`config.mk`:
```
export PLATFORM = sky130hd
export DESIGN_NAME = gb_px_sink_flat
export DESIGN_NICKNAME = d
export VERILOG_FILES = /design/src/rtl/gb_px_sink_if.sv /design/src/rtl/gb_px_sink.sv /design/src/flat_wrapper.sv
export SDC_FILE = /design/constraint.sdc
export NUM_CORES = 1
export LEC_CHECK = 0
export BUFFER_PORTS_ARGS = -buffer_cell sky130_fd_sc_hd__clkbuf_2
export CORE_ASPECT_RATIO = 1.75
export CORE_MARGIN = 5
export CORE_UTILIZATION = 30
export CTS_BUF_LIST = sky130_fd_sc_hd__clkbuf_4 sky130_fd_sc_hd__clkbuf_8
export DETAILED_ROUTE_END_ITERATION = 7
export GPL_TIMING_DRIVEN = 0
export PLACE_DENSITY = 0.56
export SLEW_MARGIN = 20
export SYNTH_ARGS = -nofsm -noshare
export SYNTH_HDL_FRONTEND = slang
export SYNTH_SLANG_ARGS = --single-unit
```
`constraint.sdc`:
```
create_clock -name clk -period 8.28 [get_ports clk]
set_input_delay 0.828 -clock clk [delete_from_list [all_inputs] [get_ports clk]]
set_output_delay 0.828 -clock clk [all_outputs]
set_load 0.01 [all_outputs]
```
`src/rtl/gb_px_sink_if.sv`:
```
// Pixel-sink bus: PPU pixel stream and palette in, framebuffer write port and status out.
interface gb_px_sink_if;
    localparam int unsigned ADDR_W = 14;
    localparam int unsigned DATA_W = 8;

    logic [1:0]        px_in;
    logic              px_valid;
    logic [1:0]        ppu_mode;
    logic [7:0]        bgp;
    logic              fb_wr;
    logic [ADDR_W-1:0] fb_addr;
    logic [DATA_W-1:0] fb_wdata;
    logic              fb_wready;
    logic              frame_done;
    logic              bank;
    logic              overflow;
    logic              ovf_clr;

    modport master (
        output px_in, px_valid, ppu_mode, bgp, fb_wready, ovf_clr,
        input  fb_wr, fb_addr, fb_wdata, frame_done, bank, overflow
    );

    modport slave (
        input  px_in, px_valid, ppu_mode, bgp, fb_wready, ovf_clr,
        output fb_wr, fb_addr, fb_wdata, frame_done, bank, overflow
    );
endinterface

```
`src/rtl/gb_px_sink.sv`:
```
// PPU pixel sink: palette map, 4-pixel byte packing, position tracking and a small
// write FIFO into a double-buffered framebuffer that swaps banks at V_BLANK.
module gb_px_sink #(
    parameter int unsigned H_PIXELS   = 160,
    parameter int unsigned V_LINES    = 144,
    parameter int unsigned FIFO_DEPTH = 4
) (
    input  logic        clk,
    input  logic        rst,
    gb_px_sink_if.slave bus
);
    localparam int unsigned XW = 8;
    localparam int unsigned LW = 8;
    localparam int unsigned OW = 13;
    localparam int unsigned PW = $clog2(FIFO_DEPTH);
    localparam int unsigned CW = PW + 1;

    localparam logic [XW-1:0] X_MAX      = XW'(H_PIXELS);
    localparam logic [LW-1:0] L_MAX      = LW'(V_LINES);
    localparam logic [OW-1:0] LINE_BYTES = OW'(H_PIXELS / 4);
    localparam logic [CW-1:0] DEPTH_C    = CW'(FIFO_DEPTH);

    localparam logic [1:0] MODE_HBLANK = 2'd0;
    localparam logic [1:0] MODE_VBLANK = 2'd1;
    localparam logic [1:0] MODE_DRAW   = 2'd3;

    logic [XW-1:0] x_q, x_d;
    logic [LW-1:0] line_q, line_d;
    logic [5:0]    pack_q, pack_d;
    logic [OW-1:0] addr_q, addr_d;
    logic [OW-1:0] line_base_q, line_base_d;
    logic [1:0]    prev_mode_q, prev_mode_d;
    logic          bank_q, bank_d;
    logic          swap_pending_q, swap_pending_d;
    logic          frame_done_q, frame_done_d;
    logic          overflow_q, overflow_d;
    logic [PW-1:0] wr_ptr_q, wr_ptr_d;
    logic [PW-1:0] rd_ptr_q, rd_ptr_d;
    logic [CW-1:0] count_q, count_d;
    logic [7:0]    mem_data_q [FIFO_DEPTH];
    logic [7:0]    mem_data_d [FIFO_DEPTH];
    logic [OW-1:0] mem_off_q  [FIFO_DEPTH];
    logic [OW-1:0] mem_off_d  [FIFO_DEPTH];

    logic [1:0] shade;
    logic       pop;
    logic       eol;
    logic       push;
    logic       push_ok;
    logic       set_ovf;
    logic [7:0] push_data;

    // Palette lookup uses the bgp value present with this pixel
    always_comb begin
        case (bus.px_in)
            2'd0:    shade = bus.bgp[1:0];
            2'd1:    shade = bus.bgp[3:2];
            2'd2:    shade = bus.bgp[5:4];
            default: shade = bus.bgp[7:6];
        endcase
    end

    assign pop = (count_q != '0) && bus.fb_wready;
    assign eol = (prev_mode_q == MODE_DRAW) && (bus.ppu_mode == MODE_HBLANK);

    always_comb begin
        x_d            = x_q;
        line_d         = line_q;
        pack_d         = pack_q;
        addr_d         = addr_q;
        line_base_d    = line_base_q;
        prev_mode_d    = bus.ppu_mode;
        bank_d         = bank_q;
        swap_pending_d = swap_pending_q;
        frame_done_d   = 1'b0;
        overflow_d     = overflow_q;
        wr_ptr_d       = wr_ptr_q;
        rd_ptr_d       = rd_ptr_q;
        count_d        = count_q;
        mem_data_d     = mem_data_q;
        mem_off_d      = mem_off_q;
        push           = 1'b0;
        push_ok        = 1'b0;
        push_data      = '0;
        set_ovf        = 1'b0;

        if (bus.px_valid && bus.ppu_mode == MODE_DRAW) begin
            if (x_q < X_MAX && line_q < L_MAX) begin
                x_d = x_q + XW'(1);
                if (x_q[1:0] == 2'd3) begin
                    push      = 1'b1;
                    push_data = {pack_q, shade};
                    pack_d    = '0;
                    addr_d    = addr_q + OW'(1);
                end else begin
                    pack_d = {pack_q[3:0], shade};
                end
            end else begin
                set_ovf = 1'b1;
            end
        end

        // Flush a partial byte left-aligned, then jump to the next line's base
        if (eol) begin
            case (x_q[1:0])
                2'd1:    push_data = {pack_q[1:0], 6'b0};
                2'd2:    push_data = {pack_q[3:0], 4'b0};
                2'd3:    push_data = {pack_q, 2'b0};
                default: push_data = '0;
            endcase
            push   = (x_q[1:0] != 2'd0);
            pack_d = '0;
            x_d    = '0;
            if (line_q < L_MAX) begin
                line_d      = line_q + LW'(1);
                line_base_d = line_base_q + LINE_BYTES;
                addr_d      = line_base_q + LINE_BYTES;
            end
        end

        push_ok = push && (count_q < DEPTH_C);
        if (push && !push_ok) begin
            set_ovf = 1'b1;
        end
        if (push_ok) begin
            mem_data_d[wr_ptr_q] = push_data;
            mem_off_d[wr_ptr_q]  = addr_q;
            wr_ptr_d             = wr_ptr_q + PW'(1);
        end
        if (pop) begin
            rd_ptr_d = rd_ptr_q + PW'(1);
        end
        if (push_ok && !pop) begin
            count_d = count_q + CW'(1);
        end else if (!push_ok && pop) begin
            count_d = count_q - CW'(1);
        end

        // Bank swap waits until every byte of the finished frame has drained
        if (prev_mode_q != MODE_VBLANK && bus.ppu_mode == MODE_VBLANK) begin
            swap_pending_d = 1'b1;
        end
        if (swap_pending_q && count_q == '0 && !push) begin
            bank_d         = ~bank_q;
            frame_done_d   = 1'b1;
            swap_pending_d = 1'b0;
            x_d            = '0;
            line_d         = '0;
            pack_d         = '0;
            addr_d         = '0;
            line_base_d    = '0;
        end

        overflow_d = set_ovf ? 1'b1 : (bus.ovf_clr ? 1'b0 : overflow_q);
    end

    always_ff @(posedge clk) begin
        if (rst) begin
            x_q            <= '0;
            line_q         <= '0;
            pack_q         <= '0;
            addr_q         <= '0;
            line_base_q    <= '0;
            prev_mode_q    <= '0;
            bank_q         <= 1'b0;
            swap_pending_q <= 1'b0;
            frame_done_q   <= 1'b0;
            overflow_q     <= 1'b0;
            wr_ptr_q       <= '0;
            rd_ptr_q       <= '0;
            count_q        <= '0;
            for (int i = 0; i < FIFO_DEPTH; i++) begin
                mem_data_q[i] <= '0;
                mem_off_q[i]  <= '0;
            end
        end else begin
            x_q            <= x_d;
            line_q         <= line_d;
            pack_q         <= pack_d;
            addr_q         <= addr_d;
            line_base_q    <= line_base_d;
            prev_mode_q    <= prev_mode_d;
            bank_q         <= bank_d;
            swap_pending_q <= swap_pending_d;
            frame_done_q   <= frame_done_d;
            overflow_q     <= overflow_d;
            wr_ptr_q       <= wr_ptr_d;
            rd_ptr_q       <= rd_ptr_d;
            count_q        <= count_d;
            mem_data_q     <= mem_data_d;
            mem_off_q      <= mem_off_d;
        end
    end

    assign bus.fb_wr      = (count_q != '0);
    assign bus.fb_addr    = {bank_q, mem_off_q[rd_ptr_q]};
    assign bus.fb_wdata   = mem_data_q[rd_ptr_q];
    assign bus.frame_done = frame_done_q;
    assign bus.bank       = bank_q;
    assign bus.overflow   = overflow_q;
endmodule

```
`src/flat_wrapper.sv`:
```
// flat-port wrapper written by rule: the top's interface ports become plain ports
module gb_px_sink_flat 
#(
    parameter int unsigned H_PIXELS   = 160,
    parameter int unsigned V_LINES    = 144,
    parameter int unsigned FIFO_DEPTH = 4
)
  (clk, rst, bus_px_in, bus_px_valid, bus_ppu_mode, bus_bgp, bus_fb_wready, bus_ovf_clr, bus_fb_wr, bus_fb_addr, bus_fb_wdata, bus_frame_done, bus_bank, bus_overflow);
  gb_px_sink_if bus_i ();
  input  logic clk;
  input  logic rst;
  input wire logic [$bits(bus_i.px_in)-1:0] bus_px_in;
  input wire logic [$bits(bus_i.px_valid)-1:0] bus_px_valid;
  input wire logic [$bits(bus_i.ppu_mode)-1:0] bus_ppu_mode;
  input wire logic [$bits(bus_i.bgp)-1:0] bus_bgp;
  input wire logic [$bits(bus_i.fb_wready)-1:0] bus_fb_wready;
  input wire logic [$bits(bus_i.ovf_clr)-1:0] bus_ovf_clr;
  output wire logic [$bits(bus_i.fb_wr)-1:0] bus_fb_wr;
  output wire logic [$bits(bus_i.fb_addr)-1:0] bus_fb_addr;
  output wire logic [$bits(bus_i.fb_wdata)-1:0] bus_fb_wdata;
  output wire logic [$bits(bus_i.frame_done)-1:0] bus_frame_done;
  output wire logic [$bits(bus_i.bank)-1:0] bus_bank;
  output wire logic [$bits(bus_i.overflow)-1:0] bus_overflow;
  assign bus_i.px_in = bus_px_in;
  assign bus_i.px_valid = bus_px_valid;
  assign bus_i.ppu_mode = bus_ppu_mode;
  assign bus_i.bgp = bus_bgp;
  assign bus_i.fb_wready = bus_fb_wready;
  assign bus_i.ovf_clr = bus_ovf_clr;
  assign bus_fb_wr = bus_i.fb_wr;
  assign bus_fb_addr = bus_i.fb_addr;
  assign bus_fb_wdata = bus_i.fb_wdata;
  assign bus_frame_done = bus_i.frame_done;
  assign bus_bank = bus_i.bank;
  assign bus_overflow = bus_i.overflow;
  gb_px_sink #(.H_PIXELS(H_PIXELS), .V_LINES(V_LINES), .FIFO_DEPTH(FIFO_DEPTH)) u_core (.clk(clk), .rst(rst), .bus(bus_i));
endmodule
```
==> impl_metrics.tcl <==
set metrics [dict create \
    nNetsFinal 806 \
    avgSynthCellArea_sq_um 8.94 \
    clock-sinks 142 \
    hold_class "flop to flop" \
    drt_iter0_drc 272 \
    synth_fp_nets 745 \
    cts-resized-gates 0 \
    setup_tns_ns 0 \
    async_reset_ff_share_pct 0 \
    regArea_sq_um 2840 \
    layout_common_cells "nand2_1, dfxtp_1, a21oi_1, nor2_1, clkbuf_2" \
    finalPower_mw 1.49 \
    worst_setup_path_start_kind "flop" \
    pin_count 43 \
    overflow 0 \
    nFillCells 2213 \
    ys_warn_count 0 \
    slowest_stage "buf_1" \
    timing_hold_violations_final 0 \
    multi_input_area_sq_um 3320 \
    grt_pass1_vias 5410 \
    synth.ff_latch_count 142 \
    final.min_clock_period_ns 3.43 \
    finalSetupViolCount 0 \
    r2r_start "u_core.line_q[4]" \
    crit_path_cell_trace "clkbuf_1 -> buf_1 -> mux4_2 -> clkbuf_2" \
    peakVddDrop_v 0.0000784 \
    postCtsSetupBuffers 0 \
    dieArea_sq_um 24400 \
    required_ns 7.45 \
    drt_first_pass_iters 4 \
    syn_to_final_growth_pct 14.5 \
    antenna_found_initial 0 \
    synth_edf_count 0 \
    grt_usage_pct 15.1 \
    cts_hold_buf 0 \
    vias 5175 \
    drive_gt1_share_pct 15.1 \
    cts.clk_slew.worst_paths_ns 0.08 \
    crit_fanout 10 \
    routedWlPerCell_um 17.2 \
    ant_nets 0 \
    path_class "flop to output pin" \
    placed_area_sq_um 6920 \
    grt_pass1_wl_um 28900 \
    reg2reg_setup_slack_ns 5.10 \
    syn_area_sq_um 6390 \
    num_rows 70 \
    status "finished clean" \
    cts.htree.levels 4 \
    synth_area_leaders "dfxtp_1, nand2_1, mux4_2" \
    max_freq_mhz 292 \
    crit_path_start "u_core.rd_ptr_q[0]" \
    period_share_pct 41.4 \
    viasPerCell 4.98 \
    grt_start_max_net_pins 17 \
    fp.coreArea_sq_um 20900 \
    cts_tree "built" \
    leakage_nw 2.50 \
    critPathMaxStageDelay_ns 0.72 \
    numCtsBuffers 17 \
    p_per_area_nw_per_um2 204 \
    arrival_ns 2.60 \
    max-slew-margin-rel_pct 41.2 \
    cp-end-kind "output pin" \
    dp_hpwl_um 13200 \
    final_common_cell "nand2_1" \
    report.final.slew_viol_count 0 \
    fin_area_sq_um 7320 \
    worst_slew_pin_slew_ns 0.882 \
    die_w_um 120 \
    hp-start "u_core.mem_off_q[15]" \
    start_util_pct 30.5 \
    cts_buffer_depth 2 \
    clk_latency_ns 0.44 \
    synthFlopType "dfxtp_1" \
    finalWeightedCongestion 0.803 \
    synth_top_area_cell "dfxtp_1" \
    synth_top_area_share_pct 44.5 \
    ys_seq_area_share_pct 44.5 \
    clock_skew_ns 0.00940 \
    syn_inst 715 \
    port_buffers 42 \
    die-height_um 203 \
    rsz0062_at_grt "no" \
    max-cap-violations 0 \
    drt-total-wl_um 17800 \
    antenna_cells 0 \
    ys_types 50 \
    root_buffer "clkbuf_8" \
    route.detailed.drc 0 \
]
kinds of logic after synthesis:
family | synth area share, %
adder cells (fa/ha/maj) | 2.66
multiplexers | 8.73
flip-flops | 44.5
AO/OA/AOI/OAI | 12.6
AND/OR/NAND/NOR | 22.0
buffers and inverters | 3.54
XOR/XNOR | 6.03
critical path, delay by kind of cell, from the launching register on:
| family | cells | cell delay [ns] |
|---|---|---|
| buffers and inverters | 3 | 1.25 |
| muxes | 1 | 0.61 |
| DFF | 1 | 0.31 |
Yosys cell counts (2+ instances only):
cell	n
a32o_1	2
nand3b_1	33
or3_1	2
inv_1	9
mux4_2	23
nor2b_1	5
nand2b_1	2
a21oi_1	71
buf_1	4
and3_1	6
a22oi_1	2
nand4_1	9
buf_2	7
o21ai_2	4
a31oi_1	3
nor3_1	9
a211oi_1	6
ha_1	12
xnor2_1	23
nand3_1	14
clkbuf_1	33
nor3b_1	5
a211oi_2	2
dfxtp_1	142
xor2_1	21
nand2_1	146
nor2_1	62
a21boi_2	4
mux2i_1	4
o21ai_0	30
cell type report:
| cell class | instances | share of cell area (%) |
|---|---|---|
| clock inverter | 11 | 1.97 |
| buffer | 46 | 2.65 |
| sequential | 142 | 38.9 |
| timing repair buffer | 42 | 2.87 |
| inverter | 9 | 0.462 |
| clock buffer | 19 | 3.49 |
| multi-input combinational | 518 | 45.4 |
| tap | 252 | 4.31 |
power by group:
part,leakage (nW),internal [mW],switching [mW]
Combinational,1.17,0.0772,0.124
Sequential,1.14,0.698,0.0182
Clock,0.193,0.304,0.268
Total,2.50,1.08,0.410
stage by stage:
stage | std cells | setup WS, ns | hold slack [ns] | utilization (%)
after floorplan | 715 | 5.27 | 0.433 | -
after global placement | 1009 | 4.83 | 0.439 | 33.0
after detailed placement | 1009 | 4.80 | 0.445 | 33.0
after CTS | 1039 | 4.54 | 0.456 | 34.9
after global routing | 1039 | 4.65 | 0.471 | 35.0
final | 1039 | 4.85 | 0.457 | 35.0
path summary, 6_finish.rpt:
kind / end / cells after the start
worst max register to register: u_core.count_q[2] / 9
worst max-delay path: bus_fb_addr[4] / 4
worst min-delay path: u_core.mem_off_q[15] / 2
worst min register to register: u_core.mem_off_q[15] / 2
flip-flops by register name, indices dropped and copies added, names as in the netlist, 2 cells and up:
signal / cells
u_core.line_base_q: 10
u_core.line_q: 8
u_core.x_q: 8
u_core.rd_ptr_q: 2
u_core.count_q: 3
u_core.wr_ptr_q: 2
u_core.mem_off_q: 52
u_core.prev_mode_q: 2
u_core.addr_q: 13
u_core.pack_q: 6
u_core.mem_data_q: 32
metal layers:
metal	global-route usage [%]	share of wire (%)	wire, um	up-vias
met5	0	0	0	-
met4	7.17	3.6	643	0
met3	3.26	3.3	593	24
met2	28.5	55	9740	87
met1	15.7	38	6870	2481
li1	-	-	-	2583
Power figures use the tool's default switching activity.
